==> src/rtl/mult_accum_fu.sv <==
// mult_accum_fu: accumulates a programmed number of multiplier products into a wide
// saturating unsigned sum and presents the result on a valid/ready port.
module mult_accum_fu #(
    parameter int IN_WIDTH  = 64,
    parameter int ACC_WIDTH = 72,
    parameter int CNT_WIDTH = 8
) (
    input  logic                 clk,
    input  logic                 reset,
    input  logic                 on_off,
    input  logic                 start,
    input  logic [CNT_WIDTH-1:0] len,
    input  logic                 in_valid,
    input  logic [IN_WIDTH-1:0]  in_data,
    output logic                 in_ready,
    output logic                 out_valid,
    input  logic                 out_ready,
    output logic [ACC_WIDTH-1:0] out_sum,
    output logic                 out_ovf,
    output logic                 busy
);
    typedef enum logic [1:0] {IDLE, ACCUM, DONE} state_t;
    localparam logic [CNT_WIDTH-1:0] ONE = CNT_WIDTH'(1);
    state_t               state_q, state_d;
    logic [ACC_WIDTH-1:0] acc_q, acc_d;
    logic [CNT_WIDTH-1:0] cnt_q, cnt_d, len_q, len_d;
    logic                 ovf_q, ovf_d;
    logic [ACC_WIDTH:0]   sum;
    logic                 accept;
    always_comb begin
        in_ready = (state_q == ACCUM) && on_off;
        accept   = in_valid && in_ready;
        sum      = {1'b0, acc_q} + (ACC_WIDTH+1)'(in_data);
        state_d  = state_q;
        acc_d    = acc_q;
        cnt_d    = cnt_q;
        len_d    = len_q;
        ovf_d    = ovf_q;
        case (state_q)
            IDLE: if (start && on_off) begin
                len_d   = len;
                acc_d   = '0;
                cnt_d   = '0;
                ovf_d   = 1'b0;
                state_d = (len == '0) ? DONE : ACCUM;
            end
            ACCUM: if (accept) begin
                // once saturated the sum is pinned at all-ones for the rest of the run
                ovf_d = ovf_q || sum[ACC_WIDTH];
                acc_d = ovf_d ? '1 : sum[ACC_WIDTH-1:0];
                cnt_d = cnt_q + ONE;
                if (cnt_q == len_q - ONE) state_d = DONE;
            end
            DONE: if (out_ready) state_d = IDLE;
            default: state_d = IDLE;
        endcase
    end
    always_ff @(posedge clk or negedge reset) begin
        if (!reset) begin
            state_q <= IDLE;
            acc_q   <= '0;
            cnt_q   <= '0;
            len_q   <= '0;
            ovf_q   <= 1'b0;
        end else begin
            state_q <= state_d;
            acc_q   <= acc_d;
            cnt_q   <= cnt_d;
            len_q   <= len_d;
            ovf_q   <= ovf_d;
        end
    end
    assign out_valid = (state_q == DONE);
    assign busy      = (state_q != IDLE);
    assign out_sum   = acc_q;
    assign out_ovf   = ovf_q;
endmodule

==> config.mk <==
export PLATFORM = sky130hd
export DESIGN_NAME = mult_accum_fu
export DESIGN_NICKNAME = d
export VERILOG_FILES = /design/src/rtl/mult_accum_fu.sv
export SDC_FILE = /design/constraint.sdc
export NUM_CORES = 1
export LEC_CHECK = 0
export CAP_MARGIN = 20
export CORE_UTILIZATION = 59
export CTS_BUF_LIST = sky130_fd_sc_hd__clkbuf_8
export DETAILED_ROUTE_END_ITERATION = 8
export HOLD_SLACK_MARGIN = 0.12
export PLACE_DENSITY = 0.89
export SYNTH_ARGS = -nofsm -noshare
export SYNTH_HDL_FRONTEND = slang
export SYNTH_SLANG_ARGS = --single-unit
==> constraint.sdc <==
create_clock -name clk -period 6.9 [get_ports clk]
set_input_delay 1.38 -clock clk [delete_from_list [all_inputs] [get_ports clk]]
set_output_delay 1.38 -clock clk [all_outputs]
set_load 0.02 [all_outputs]
==> impl_results.md <==
- RSZ-0062 raised after global routing: false
- Cell variety after synth: 66
- Fill count: 1023
- Area growth from synthesis to layout: 21.69%
- Critical setup path kind: in2reg
- FP Rows: 42
- Crit path required time: 7.14 ns
- Total number of vias: 8250
- Fin Clk Skew: 0.01039 ns
- Sink Count: 91
- Status: completed
- Async SR Flop Fraction: 100.0%
- Hold Path Class: reg2reg
- Initial antenna violation count: 0
- Post-CTS Hold Buffers: 0
- Worst skew pair latency: 0.40 ns
- Clk root buf: clkbuf_8
- Die footprint: 0.01397 mm^2
- Pin count of the biggest net entering global routing: 78
- Core Area: 0.01319 mm^2
- #FFs+latches synth: 91
- Leakage: 4.530 nW
- DRC viols: 0
- Post-CTS Resized: 0
- Final WL: 23.08 mm
- FMAX: 191.0 MHz
- Setup TNS: 0 ns
- Filler-free cell count of the finished design: 1281
- Vias/cell: 6.440
- Share of cells above drive strength 1: 4.163%
- Total grt overflow: 0
- HPWL Detailed: 17.09 mm
- Post-layout nets: 1245
- Clock transition at path regs: 0.11 ns
- Share of Yosys cell area claimed by the top area cell type: 28.58%
- Final Hold Viols: 0
- Worst setup path startpoint: in_data[0]
- Syn_nets: 1136
- Synth area leaders: dfrtp_1 (29%), ha_1 (10%), a21oi_1 (7.9%)
- Worst Tran Pin Value: 0.9071 ns
- Post-synth top area cell: dfrtp_1
- Final Max Tran Viols: 0
- GRT Util Overall: 33.29%
- Dpl cells: 1265
- Crit path DAT: 5.47 ns
- H-tree levels: 3
- Max Cap Viol: 0
- Buffers on Ports: 153
- Syn_area_per_cell: 8.040 um^2
- WL/cell: 18.02 um
- CP Launch Type: primary input
- Main synth FF type: dfrtp_1
- Post-route ant nets: 0
- Die span in x: 118.2 um
- CTS Buffer Depth: 2
- Final Wtd Congestion: 0.9820
- Final number of setup-violating endpoints: 0
- CP max FO: 28
- Total iterations of the first detailed-routing run: 5
- Period Utilization, post-route: 75.87%
- First-pass GRT wire length: 37.97 mm
- Fin worst setup slack: 1.665 ns
- Sequential-to-total area share from yosys stat: 28.58%
- CTS buffer count: 9
- Diode count: 0
- Slew HR: 39.53%
- Number of flops mapped to enable cells by yosys: 0
- Min Tclk post-route: 5.235 ns
- Number of global-route vias before repair: 7793
- DR iter-0 viols: 663
- CTS tree: built
- Starting Density: 60.41%
- Number of post-CTS setup repair buffers: 0
- Crit. End Element: flop
- Synth warn: 0
- Crit Reg-Reg Startpoint: out_sum[0]
- Synth Instances: 991
- Pre-CTS setup slack: 1.352 ns
- Worst vdd ir: 0.2295 mV
- Io pins: 154
- Cell area after synthesis: 0.007968 mm^2
- Die Ht: 118.2 um
- Hold_sp: len_q[7]
- Power Dens Cells: 429.9 mW/mm^2
## per-layer routing
| layer | vias to the layer above | GRT usage, % | share of wire (%) |
|---|---|---|---|
| met2 | 417 | 53.20 | 46 |
| li1 | 3888 | - | - |
| met5 | - | 0 | 0 |
| met3 | 72 | 4.681 | 7.8 |
| met4 | 0 | 15.22 | 3.0 |
| met1 | 3873 | 44.71 | 43 |
## logic make-up (layout without fill, tap and decap cells)
group                    after synthesis  after routing  share of synthesized area, %
adder cells (fa/ha/maj)               67             67                         10.62
flip-flops                            91             91                         28.58
multiplexers                           6              6                        0.7695
XOR/XNOR                              67             67                         7.365
AO/OA/AOI/OAI                        362            362                         29.48
buffers and inverters                 83            197                         4.397
AND/OR/NAND/NOR                      315            315                         18.80
## metrics by stage
stage	instance area (um^2)	power, mW	hold WS (ns)	utilization [%]
after floorplan	7968	2.884	0.4665	-
after global routing	9696	4.455	0.5584	73.51
after detailed placement	9503	3.731	0.4924	72.05
after global placement	9503	3.677	0.4863	72.05
final	9696	4.168	0.5227	73.51
after CTS	9696	4.120	0.5178	73.51
## sequential cells by signal, indices dropped and copies added, names as in the netlist
register / count
out_sum: 72
cnt_q: 8
len_q: 8
state_q: 2
out_ovf: 1
## synth_stat cells (all sizes together) (11+ instances only)
library cell / count
a21oi: 127
nand2: 104
dfrtp: 91
ha: 66
nor2: 62
o21ai: 60
a21o: 58
nand3: 56
clkbuf: 42
xnor2: 42
a31oi: 35
nand4: 29
xor2: 25
inv: 22
buf: 19
o21bai: 16
nor3: 14
and3: 11
## layout make-up
type | instances | area (um^2) | share of cell area [%]
inverter | 22 | 82.58 | 0.8517
multi-input combinational | 817 | 5349 | 55.17
tap | 176 | 220.2 | 2.271
timing repair buffer | 159 | 1574 | 16.23
sequential | 91 | 2277 | 23.49
clock buffer | 9 | 123.9 | 1.278
clock inverter | 7 | 68.82 | 0.7098
## final timing paths
kind	slack [ns]	to	depth (start not counted)
max	1.66	out_sum[68]	13
min	0.52	len_q[7]	2
max reg2reg	2.71	out_sum[68]	12
min reg2reg	0.52	len_q[7]	2
max in group asynchronous	4.88	out_sum[54]	2
min in group asynchronous	0.92	out_sum[24]	1
## critical path, cell delays in order
cell and delay [ns]:
clkdlybuf4s50_1 0.44, ha_1 0.24, fa_1 0.43, a211oi_1 0.26, o21ai_1 0.18, o211ai_1 0.45
a31o_4 0.25, nor3_2 0.07, o21ai_4 0.18, o21bai_2 0.12, a21o_1 0.49, nor2_1 0.79
a221oi_1 0.17
## power by group
| group | internal [mW] | switching, mW |
|---|---|---|
| logic | 1.23 | 1.61 |
| registers | 0.737 | 0.218 |
| clock network | 0.140 | 0.235 |
| total | 2.11 | 2.06 |
## cells in the final DEF, fill, tap and decap left out, types with 7 or more instances in the layout
cell type and n:
a21o_1 58, a21oi_1 125, a31oi_1 35, and3_1 11
buf_4 7, clkbuf_8 9, clkdlybuf4s50_1 152, dfrtp_1 91
ha_1 66, inv_1 22, nand2_1 103, nand3_1 55
nand4_1 29, nor2_1 62, nor2b_1 7, nor3_1 13
nor4_1 7, o21ai_0 53, o21bai_1 15, or3_1 8
xnor2_1 42, xor2_1 25
Note: power is estimated with default switching activity, not from simulation.
